`src/rtl/cpu_control_seq_if.sv`:
```
// Handshake and control-bundle bus between IF/ID, cpu_control_seq and ID/EX.
// master: upstream/downstream stage side; slave: the sequencer itself.
interface cpu_control_seq_if;
  logic [5:0] opcode_in;
  logic       in_valid;
  logic       in_ready;
  logic       out_ready;
  logic       flush;
  logic       out_valid;
  logic       seq_last;
  logic       call;
  logic       ret;
  logic       branch;
  logic       push;
  logic       pop;
  logic       reg_2_sel;
  logic       mem_to_reg;
  logic       mem_src;
  logic       load_imm;
  logic       sign_ext_sel;
  logic       RegWrite;
  logic       MemWrite;
  logic       MemRead;
  logic       OAMWrite;
  logic       Read_Reg_1_en;
  logic       Read_Reg_2_en;
  logic [1:0] branch_cond;
  logic [1:0] alu_src;
  logic [5:0] opcode_out;
  logic       illegal_op;

  modport master (
    output opcode_in, in_valid, out_ready, flush,
    input  in_ready, out_valid, seq_last, call, ret, branch, push, pop, reg_2_sel,
           mem_to_reg, mem_src, load_imm, sign_ext_sel, RegWrite, MemWrite, MemRead,
           OAMWrite, Read_Reg_1_en, Read_Reg_2_en, branch_cond, alu_src, opcode_out,
           illegal_op
  );

  modport slave (
    input  opcode_in, in_valid, out_ready, flush,
    output in_ready, out_valid, seq_last, call, ret, branch, push, pop, reg_2_sel,
           mem_to_reg, mem_src, load_imm, sign_ext_sel, RegWrite, MemWrite, MemRead,
           OAMWrite, Read_Reg_1_en, Read_Reg_2_en, branch_cond, alu_src, opcode_out,
           illegal_op
  );
endinterface

```
`src/rtl/cpu_control_seq.sv`:
```
// Registered, handshaked CPU control decoder. Accepts one opcode per valid/ready
// transfer, expands CALL/RET into two beats, honours backpressure and flush.
// Optional feature: define CTRL_ILLEGAL_TRAP_EN to flag reserved 011xxx opcodes.
module cpu_control_seq (
  input logic              clk,
  input logic              rst_n,
  cpu_control_seq_if.slave bus
);

  localparam logic [5:0] AddOpcode = 6'b100000;
  localparam logic [5:0] SubOpcode = 6'b100010;
  localparam logic [1:0] BcondNone = 2'b11;

  typedef enum logic [1:0] {StIdle, StCall2, StRet2} state_e;

  typedef struct packed {
    logic       call;
    logic       ret;
    logic       branch;
    logic       push;
    logic       pop;
    logic       reg_2_sel;
    logic       mem_to_reg;
    logic       mem_src;
    logic       load_imm;
    logic       sign_ext_sel;
    logic       reg_write;
    logic       mem_write;
    logic       mem_read;
    logic       oam_write;
    logic       rd_reg_1_en;
    logic       rd_reg_2_en;
    logic [1:0] branch_cond;
    logic [1:0] alu_src;
    logic [5:0] opcode_out;
    logic       seq_last;
    logic       illegal_op;
  } ctrl_t;

  // Quiescent bundle: no writes, no branch, ALU defaults to add.
  function automatic ctrl_t ctrl_idle();
    ctrl_t c;
    c             = '0;
    c.branch_cond = BcondNone;
    c.opcode_out  = AddOpcode;
    return c;
  endfunction

  // First (or only) beat for an opcode.
  function automatic ctrl_t decode_beat1(input logic [5:0] o);
    ctrl_t c;
    c          = ctrl_idle();
    c.seq_last = 1'b1;
    unique casez (o)
      6'b1?????: begin
        c.reg_write   = 1'b1;
        c.reg_2_sel   = 1'b1;
        c.opcode_out  = o;
        c.rd_reg_1_en = 1'b1;
        c.alu_src     = o[1] ? (o[2] ? 2'b10 : 2'b00) : (o[0] ? 2'b01 : 2'b00);
        c.rd_reg_2_en = (c.alu_src == 2'b00);
      end
      6'b0000??: begin
        c.branch       = 1'b1;
        c.branch_cond  = o[1:0];
        c.sign_ext_sel = 1'b1;
        c.alu_src      = 2'b01;
      end
      6'b0001?0: begin
        // CALL beat 1: push return address, SP decrement
        c.reg_write    = 1'b1;
        c.mem_write    = 1'b1;
        c.mem_src      = 1'b1;
        c.rd_reg_1_en  = 1'b1;
        c.sign_ext_sel = 1'b1;
        c.alu_src      = 2'b10;
        c.opcode_out   = SubOpcode;
        c.seq_last     = 1'b0;
      end
      6'b0001?1: begin
        // RET beat 1: pop return address, SP increment
        c.reg_write    = 1'b1;
        c.mem_read     = 1'b1;
        c.rd_reg_1_en  = 1'b1;
        c.sign_ext_sel = 1'b1;
        c.alu_src      = 2'b10;
        c.opcode_out   = AddOpcode;
        c.seq_last     = 1'b0;
      end
      6'b0010??: begin
        c.reg_write   = 1'b1;
        c.reg_2_sel   = 1'b1;
        c.rd_reg_1_en = 1'b1;
        c.mem_to_reg  = ~o[0];
        c.mem_read    = ~o[0];
        c.load_imm    = o[0];
        c.pop         = o[1];
        c.alu_src     = o[1] ? 2'b10 : 2'b01;
      end
      6'b0011??: begin
        c.mem_write   = 1'b1;
        c.rd_reg_1_en = 1'b1;
        c.rd_reg_2_en = 1'b1;
        c.reg_write   = o[1];
        c.push        = o[1];
        c.mem_src     = o[1];
        c.alu_src     = o[1] ? 2'b10 : 2'b01;
        c.opcode_out  = o[1] ? SubOpcode : AddOpcode;
      end
      6'b010???: begin
        c.oam_write = 1'b1;
        c.alu_src   = 2'b11;
      end
      default: begin
        // Reserved audio space: NOP with no writes
        c.alu_src = 2'b11;
`ifdef CTRL_ILLEGAL_TRAP_EN
        c.illegal_op = 1'b1;
`else
        c.illegal_op = 1'b0;
`endif
      end
    endcase
    return c;
  endfunction

  function automatic ctrl_t beat2(input logic is_call);
    ctrl_t c;
    c              = ctrl_idle();
    c.call         = is_call;
    c.ret          = ~is_call;
    c.sign_ext_sel = 1'b1;
    c.seq_last     = 1'b1;
    return c;
  endfunction

  state_e state_q, state_d;
  ctrl_t  ctrl_q, ctrl_d;
  logic   out_valid_q, out_valid_d;
  logic   can_load, in_ready, accept, op_call, op_ret;

  assign can_load = ~out_valid_q | bus.out_ready;
  assign in_ready = (state_q == StIdle) & can_load & ~bus.flush;
  assign accept   = bus.in_valid & in_ready;
  assign op_call  = (bus.opcode_in[5:2] == 4'b0001) & ~bus.opcode_in[0];
  assign op_ret   = (bus.opcode_in[5:2] == 4'b0001) & bus.opcode_in[0];

  // State and output register; reset abandons any CALL/RET in progress.
  always_ff @(posedge clk or negedge rst_n) begin
    if (!rst_n) begin
      state_q     <= StIdle;
      out_valid_q <= 1'b0;
      ctrl_q      <= ctrl_idle();
    end else begin
      state_q     <= state_d;
      out_valid_q <= out_valid_d;
      ctrl_q      <= ctrl_d;
    end
  end

  // Next-state: flush forces IDLE; second beat issues once the first is consumed.
  always_comb begin
    state_d = state_q;
    if (bus.flush) begin
      state_d = StIdle;
    end else begin
      unique case (state_q)
        StIdle: begin
          if (accept && op_call)     state_d = StCall2;
          else if (accept && op_ret) state_d = StRet2;
        end
        StCall2, StRet2: begin
          if (can_load) state_d = StIdle;
        end
        default: state_d = StIdle;
      endcase
    end
  end

  // Next output bundle: flush > new opcode > second beat > drain > hold.
  always_comb begin
    ctrl_d      = ctrl_q;
    out_valid_d = out_valid_q;
    if (bus.flush) begin
      ctrl_d      = ctrl_idle();
      out_valid_d = 1'b0;
    end else if (accept) begin
      ctrl_d      = decode_beat1(bus.opcode_in);
      out_valid_d = 1'b1;
    end else if ((state_q != StIdle) && can_load) begin
      ctrl_d      = beat2(state_q == StCall2);
      out_valid_d = 1'b1;
    end else if (bus.out_ready) begin
      // Consumed with nothing behind it: drop to idle so no write repeats
      ctrl_d      = ctrl_idle();
      out_valid_d = 1'b0;
    end
  end

  assign bus.in_ready      = in_ready;
  assign bus.out_valid     = out_valid_q;
  assign bus.seq_last      = ctrl_q.seq_last;
  assign bus.call          = ctrl_q.call;
  assign bus.ret           = ctrl_q.ret;
  assign bus.branch        = ctrl_q.branch;
  assign bus.push          = ctrl_q.push;
  assign bus.pop           = ctrl_q.pop;
  assign bus.reg_2_sel     = ctrl_q.reg_2_sel;
  assign bus.mem_to_reg    = ctrl_q.mem_to_reg;
  assign bus.mem_src       = ctrl_q.mem_src;
  assign bus.load_imm      = ctrl_q.load_imm;
  assign bus.sign_ext_sel  = ctrl_q.sign_ext_sel;
  assign bus.RegWrite      = ctrl_q.reg_write;
  assign bus.MemWrite      = ctrl_q.mem_write;
  assign bus.MemRead       = ctrl_q.mem_read;
  assign bus.OAMWrite      = ctrl_q.oam_write;
  assign bus.Read_Reg_1_en = ctrl_q.rd_reg_1_en;
  assign bus.Read_Reg_2_en = ctrl_q.rd_reg_2_en;
  assign bus.branch_cond   = ctrl_q.branch_cond;
  assign bus.alu_src       = ctrl_q.alu_src;
  assign bus.opcode_out    = ctrl_q.opcode_out;
  assign bus.illegal_op    = ctrl_q.illegal_op;

endmodule
```
`src/flat_wrapper.sv`:
```
// flat-port wrapper written by rule: the top's interface ports become plain ports
module cpu_control_seq_flat 
  (clk, rst_n, bus_opcode_in, bus_in_valid, bus_out_ready, bus_flush, bus_in_ready, bus_out_valid, bus_seq_last, bus_call, bus_ret, bus_branch, bus_push, bus_pop, bus_reg_2_sel, bus_mem_to_reg, bus_mem_src, bus_load_imm, bus_sign_ext_sel, bus_RegWrite, bus_MemWrite, bus_MemRead, bus_OAMWrite, bus_Read_Reg_1_en, bus_Read_Reg_2_en, bus_branch_cond, bus_alu_src, bus_opcode_out, bus_illegal_op);
  cpu_control_seq_if bus_i ();
  input logic clk;
  input logic rst_n;
  input wire logic [$bits(bus_i.opcode_in)-1:0] bus_opcode_in;
  input wire logic [$bits(bus_i.in_valid)-1:0] bus_in_valid;
  input wire logic [$bits(bus_i.out_ready)-1:0] bus_out_ready;
  input wire logic [$bits(bus_i.flush)-1:0] bus_flush;
  output wire logic [$bits(bus_i.in_ready)-1:0] bus_in_ready;
  output wire logic [$bits(bus_i.out_valid)-1:0] bus_out_valid;
  output wire logic [$bits(bus_i.seq_last)-1:0] bus_seq_last;
  output wire logic [$bits(bus_i.call)-1:0] bus_call;
  output wire logic [$bits(bus_i.ret)-1:0] bus_ret;
  output wire logic [$bits(bus_i.branch)-1:0] bus_branch;
  output wire logic [$bits(bus_i.push)-1:0] bus_push;
  output wire logic [$bits(bus_i.pop)-1:0] bus_pop;
  output wire logic [$bits(bus_i.reg_2_sel)-1:0] bus_reg_2_sel;
  output wire logic [$bits(bus_i.mem_to_reg)-1:0] bus_mem_to_reg;
  output wire logic [$bits(bus_i.mem_src)-1:0] bus_mem_src;
  output wire logic [$bits(bus_i.load_imm)-1:0] bus_load_imm;
  output wire logic [$bits(bus_i.sign_ext_sel)-1:0] bus_sign_ext_sel;
  output wire logic [$bits(bus_i.RegWrite)-1:0] bus_RegWrite;
  output wire logic [$bits(bus_i.MemWrite)-1:0] bus_MemWrite;
  output wire logic [$bits(bus_i.MemRead)-1:0] bus_MemRead;
  output wire logic [$bits(bus_i.OAMWrite)-1:0] bus_OAMWrite;
  output wire logic [$bits(bus_i.Read_Reg_1_en)-1:0] bus_Read_Reg_1_en;
  output wire logic [$bits(bus_i.Read_Reg_2_en)-1:0] bus_Read_Reg_2_en;
  output wire logic [$bits(bus_i.branch_cond)-1:0] bus_branch_cond;
  output wire logic [$bits(bus_i.alu_src)-1:0] bus_alu_src;
  output wire logic [$bits(bus_i.opcode_out)-1:0] bus_opcode_out;
  output wire logic [$bits(bus_i.illegal_op)-1:0] bus_illegal_op;
  assign bus_i.opcode_in = bus_opcode_in;
  assign bus_i.in_valid = bus_in_valid;
  assign bus_i.out_ready = bus_out_ready;
  assign bus_i.flush = bus_flush;
  assign bus_in_ready = bus_i.in_ready;
  assign bus_out_valid = bus_i.out_valid;
  assign bus_seq_last = bus_i.seq_last;
  assign bus_call = bus_i.call;
  assign bus_ret = bus_i.ret;
  assign bus_branch = bus_i.branch;
  assign bus_push = bus_i.push;
  assign bus_pop = bus_i.pop;
  assign bus_reg_2_sel = bus_i.reg_2_sel;
  assign bus_mem_to_reg = bus_i.mem_to_reg;
  assign bus_mem_src = bus_i.mem_src;
  assign bus_load_imm = bus_i.load_imm;
  assign bus_sign_ext_sel = bus_i.sign_ext_sel;
  assign bus_RegWrite = bus_i.RegWrite;
  assign bus_MemWrite = bus_i.MemWrite;
  assign bus_MemRead = bus_i.MemRead;
  assign bus_OAMWrite = bus_i.OAMWrite;
  assign bus_Read_Reg_1_en = bus_i.Read_Reg_1_en;
  assign bus_Read_Reg_2_en = bus_i.Read_Reg_2_en;
  assign bus_branch_cond = bus_i.branch_cond;
  assign bus_alu_src = bus_i.alu_src;
  assign bus_opcode_out = bus_i.opcode_out;
  assign bus_illegal_op = bus_i.illegal_op;
  cpu_control_seq u_core (.clk(clk), .rst_n(rst_n), .bus(bus_i));
endmodule
```
`config.mk`:
```
export PLATFORM = sky130hd
export DESIGN_NAME = cpu_control_seq_flat
export DESIGN_NICKNAME = d
export VERILOG_FILES = /design/src/rtl/cpu_control_seq_if.sv /design/src/rtl/cpu_control_seq.sv /design/src/flat_wrapper.sv
export SDC_FILE = /design/constraint.sdc
export NUM_CORES = 1
export LEC_CHECK = 0
export CORE_MARGIN = 3
export CORE_UTILIZATION = 49
export CTS_BUF_LIST = sky130_fd_sc_hd__clkbuf_8
export CTS_CLUSTER_SIZE = 24
export DETAILED_ROUTE_END_ITERATION = 16
export PLACE_DENSITY = 0.81
export SYNTH_ARGS = -nofsm -noshare
export SYNTH_HDL_FRONTEND = slang
export SYNTH_SLANG_ARGS = --single-unit
```
`constraint.sdc`:
```
create_clock -name clk -period 2.1 [get_ports clk]
set_input_delay 0.42 -clock clk [delete_from_list [all_inputs] [get_ports clk]]
set_output_delay 0.42 -clock clk [all_outputs]
set_load 0.1 [all_outputs]
```
==> reports/qor.csv, run 1 <==
metric,value,unit
outcome,completed,
worst_slack,0.200,ns
clk_pin_slew,0.06,ns
n_antenna_cell,0,
grt_start_max_net_pins,30,
grt_antenna_before_repair,0,
syn_avg_cell_area,10.9,um2
grt_usage,21.8,%
portBuffers,38,
cp_max_fo,6,
finalNonFillerCells,213,
insertion_delay,0.28,ns
largest_reg_flops,5,
worstHoldPathType,reg -> reg,
pwr-share-clk,35.0,%
path_cells,clkdlybuf4s50_1 > buf_4 > nor3_4 > buf_12,
p_leak,0.954,nW
power_density,712,mW/mm2
area_growth,35.4,%
finalHoldViolations,0,
rr_worst_depth,7,
p_int,0.970,mW
cp_data_required_time,1.68,ns
dp_cells,205,
yosys_warnings,0,
path_buf_inv,3,
final_nets,194,
cts_buffers,5,
min_to,u_core.bus.push,
min_from,u_core.bus.push,
drc_errors,0,
synth_area,0.00149,mm2
fmax,526,MHz
path_depth,4,
die_width,61.1,um
cpPeakStageDelay,0.51,ns
vias_per_cell,6.03,
io_pins,41,
sw_frac_of_total,32.4,%
dieArea,0.00373,mm2
core_area,0.00283,mm2
ys_seq_area_share,48.9,%
combPwrFrac,24.1,%
die_y,61.1,um
cts_tree,done,
cts_resized,0,
start_util,52.6,%
place_ws,0.140,ns
final_area,0.00201,mm2
crit_family,buffers and inverters,
grt_overflow,0,
cpMaxStageDelayCell,clkdlybuf4s50_1,
drt-total-wl,3530,um
syn_inst,136,
h-tree-depth,2,
peakVddDrop,487,uV
max-cap-violations,0,
arrival,1.48,ns
setup_violations,0,
switchingPower,0.465,mW
rsz0062_at_grt,no,
r2r_slack,0.40,ns
crit_path_end_kind,output port,
post_drt_wl_per_cell,16.6,um
via_count,1285,
fin_setup_tns,0,ns
rows,19,
critPathKind,in -> out,
synth_fp_nets,149,
regToRegStartpoint,u_core.state_q[0],
first_pass_iters,4,
p_seq_share,41.0,%
clock_path_buffers,2,
cts_setup_buffers,0,
cp-start-kind,input pin,
dpl_cell_area,0.00191,mm2
grt_pass1_wl,5970,um
layout-drive-gt1-share,31.3,%
ant_nets,0,
synth-seq-cells,29,
r2r-end,u_core.bus.alu_src[1],
final_max_slew_viol_count,0,
drtIter0Drc,52,
layout_min_cycle_time,1.90,ns
clock-sinks,29,
clock-root-buffer,clkbuf_8,
whs,0.492,ns
fin_crit_sh,90.5,%
postCtsHoldBufs,0,
hold_depth,1,
yosysUniqueCellTypes,45,
routabilityCongestion,0.864,
hpwlAfterDp,2680,um
skew,0.00605,ns
grt_pass1_vias,1258,
==> cell usage in the layout (no fill, tap or decap), types with 3 or more instances in the layout <==
master / Yosys / routed
dfrtp_1: 27 / 26
nor2b_1: 3 / 3
inv_1: 9 / 9
nand2b_1: 3 / 3
or3b_1: 3 / 3
a32o_1: 11 / 11
buf_4: 3 / 37
clkdlybuf4s50_1: 0 / 10
nand3_1: 3 / 3
a22o_1: 6 / 6
nand4_1: 4 / 4
o21ai_0: 6 / 6
clkbuf_8: 0 / 7
o2bb2ai_1: 5 / 5
nor2_1: 6 / 6
and3b_1: 3 / 3
buf_12: 0 / 4
==> cell usage after synthesis (all sizes together) <==
library cell   n  area, um2
dfrtp         27        676
buf           12       80.1
a32o          11        110
inv            9       33.8
o21ai          7       35.0
a22o           6       52.6
nor2           6       22.5
o2bb2ai        5       43.8
nand4          4       25.0
and3b          3       26.3
nand2b         3       18.8
nand3          3       15.0
nor2b          3       18.8
or3b           3       26.3
a21oi          2       10.0
and3           2       12.5
conb           2       7.51
dfstp          2       52.6
ha             2       25.0
o211ai         2       15.0
o31ai          2       20.0
a211o          1       8.76
a21o           1       7.51
a2bb2oi        1       8.76
a31oi          1       6.26
and2           1       6.26
and4           1       8.76
clkbuf         1       3.75
mux2i          1       10.0
nand2          1       3.75
nor3           1       5.00
nor4           1       12.5
nor4b          1       8.76
o21a           1       7.51
o21ba          1       10.0
o221ai         1       8.76
o22ai          1       6.26
o32a           1       10.0
o32ai          1       16.3
or2            1       6.26
or3            1       6.26
==> worst max path at each step <==
stage | from | end | slack [ns]
floorplan | u_core.bus.out_valid | bus_in_ready | 0.01
global placement | bus_opcode_in[3] | u_core.bus.alu_src[0] | 0.18
detailed placement | bus_out_ready | u_core.bus.Read_Reg_2_en | 0.14
CTS | bus_flush | bus_in_ready | 0.20
global route | bus_flush | bus_in_ready | 0.14
finish | bus_flush | bus_in_ready | 0.20
==> through the flow <==
| step | total power, mW | utilization [%] |
|---|---|---|
| floorplan | 0.839 | - |
| global placement | 0.938 | 67.6 |
| detailed placement | 0.942 | 67.6 |
| CTS | 1.45 | 71.2 |
| global route | 1.49 | 71.2 |
| finish | 1.44 | 71.2 |
==> metal layers <==
metal / part of all wire (%) / up-vias / track usage [%] / wire, um
met5: 0 / - / 0 / 0
met4: 1.7 / 0 / 9.91 / 59
met3: 7.6 / 5 / 6.29 / 270
met2: 47 / 58 / 34.3 / 1670
met1: 43 / 620 / 27.9 / 1530
li1: - / 602 / - / -
==> cell families (layout without fill, tap and decap cells) <==
family                   count (synthesis)  count (layout)  synth area share [%]
AO/OA/AOI/OAI                           45              45                  25.3
multiplexers                             1               1                 0.673
adder cells (fa/ha/maj)                  2               2                  1.68
buffers and inverters                   22              68                  7.90
other                                    2               2                 0.505
flip-flops                              29              29                  48.9
AND/OR/NAND/NOR                         35              35                  15.0
==> layout make-up <==
class	count	area, um2
clock buffers	7	96.3
well taps	31	38.8
flip-flops and latches	29	729
clock inverters	1	5.00
fillers	213	815
multi-input cells	85	653
inverters	9	33.8
repair buffers	51	458
==> power by group through the flow <==
stage	registers (mW)	clock network (mW)	logic, mW
floorplan	0.720	0	0.119
global placement	0.597	0	0.341
detailed placement	0.598	0	0.344
CTS	0.588	0.512	0.346
global route	0.590	0.536	0.364
finish	0.588	0.502	0.345
(Power assumes the default switching activity.)
==> run 2: changes to the inputs <==
Settings changed: CORE_UTILIZATION 49 to 47, CTS_BUF_LIST sky130_fd_sc_hd__clkbuf_8 to not set, PLACE_DENSITY 0.81 to 0.78.
==> reports/qor.csv, run 2 (synthesis gave the netlist of run 1 again) <==
metric,value,unit
outcome,completed,
r2r-end,u_core.bus.alu_src[1],
max-cap-violations,0,
worst_slack,0.159,ns
whs,0.444,ns
cp_max_fo,8,
die_width,62.3,um
utilization,68.6,%
skew,0.00898,ns
hpwlAfterDp,2510,um
power,1.41,mW
vias_per_cell,5.70,
r2r_slack,0.41,ns
crit_path_end_kind,output port,
grt_usage,19.2,%
grt_antenna_before_repair,0,
dieArea,0.00388,mm2
clk_pin_slew,0.10,ns
grt_overflow,0,
clock-root-buffer,clkbuf_4,
cp-start-kind,input pin,
mostFrequentLayoutCell,buf_4,
start_util,51.7,%
drtIter0Drc,41,
cp_data_required_time,1.68,ns
n_antenna_cell,0,
finalHoldViolations,0,
postCtsHoldBufs,0,
register_area,729,um2
num-fill-cells,230,
layout_min_cycle_time,1.94,ns
final_nets,190,
ant_nets,0,
multiInputGateArea,653,um2
grt_pass1_vias,1258,
place_ws,0.137,ns
worstHoldPathType,in -> async,
arrival,1.52,ns
grt_start_max_net_pins,30,
area_growth,32.6,%
top_layer_used,met4,
final_max_slew_viol_count,0,
rsz0062_at_grt,no,
first_pass_iters,4,
wl_met1,1590,um
portBuffers,38,
via_count,1255,
largest_reg_flops,5,
cts_setup_buffers,0,
wl_met3,232,um
cts_resized,0,
p_leak,0.922,nW
core_area,0.00288,mm2
peakVddDrop,523,uV
drc_errors,0,
die_y,62.3,um
post_drt_wl_per_cell,15.7,um
final_cell_mix,"buf_4, dfrtp_1, a32o_1",
power_density,714,mW/mm2
rr_worst_depth,7,
cts_tree,done,
insertion_delay,0.34,ns
io_pins,41,
critPathKind,in -> out,
rows,19,
fmax,515,MHz
fin_setup_tns,0,ns
grt_pass1_wl,5940,um
layout-drive-gt1-share,29.8,%
setup_violations,0,
h-tree-depth,2,
routabilityCongestion,0.797,
cts_buffers,5,
drt-total-wl,3450,um
regToRegStartpoint,u_core.state_q[0],
clock_path_buffers,2,
clock-sinks,29,
met2_length,1550,um
fin_crit_sh,92.4,%
-- run 2: cell count changes in the layout (fill, tap and decap cells not counted), sizes merged --
cell | before | now
buf | 41 | 37
clkbuf | 7 | 6
clkinv | 1 | 0
bufinv | 0 | 1
clkinvlp | 0 | 1
-- run 2: critical path: stages --
cell and delay, ns:
clkdlybuf4s50_1 0.55, buf_4 0.21, nor3_4 0.14, buf_12 0.20
-- run 2: layer usage --
metal	vias up	global-route usage, %
met2	44	29.0
li1	590	-
met3	9	5.95
met4	0	9.37
met1	612	25.1
met5	-	0
-- run 2: power breakdown --
group	leakage, nW	switching, mW	internal, mW
Sequential	0.389	0.0104	0.576
Combinational	0.488	0.245	0.0900
Clock	0.0445	0.204	0.283
Total	0.922	0.460	0.949
-- run 2: worst max-delay path by stage --
stage / start / to / cells after the start
floorplan: u_core.bus.out_valid / bus_in_ready / 2
global placement: bus_opcode_in[3] / u_core.bus.MemRead / 5
detailed placement: bus_opcode_in[2] / u_core.bus.alu_src[0] / 4
CTS: u_core.state_q[0] / bus_in_ready / 5
global route: u_core.state_q[0] / bus_in_ready / 5
finish: bus_flush / bus_in_ready / 4
-- run 2: cell type report --
cell class              count  share of cell area [%]
clock buffers               6                    2.60
clock inverters             2                    1.90
inverters                   9                    1.71
multi-input cells          85                    33.1
flip-flops and latches     29                    37.0
well taps                  42                    2.66
repair buffers             47                    21.1
-- run 2: through the flow --
step           instances  area, um2
2_1_floorplan        136       1500
3_3_place_gp         212       1880
3_5_place_dp         212       1880
4_1_cts              220       1970
5_1_grt              220       1970
6_report             220       1970
==> run 3: changes to the inputs <==
Settings changed: SLEW_MARGIN set to 20.
==> results of run 3 <==
The final DEF is identical to that of run 2; final timing and power are the same.
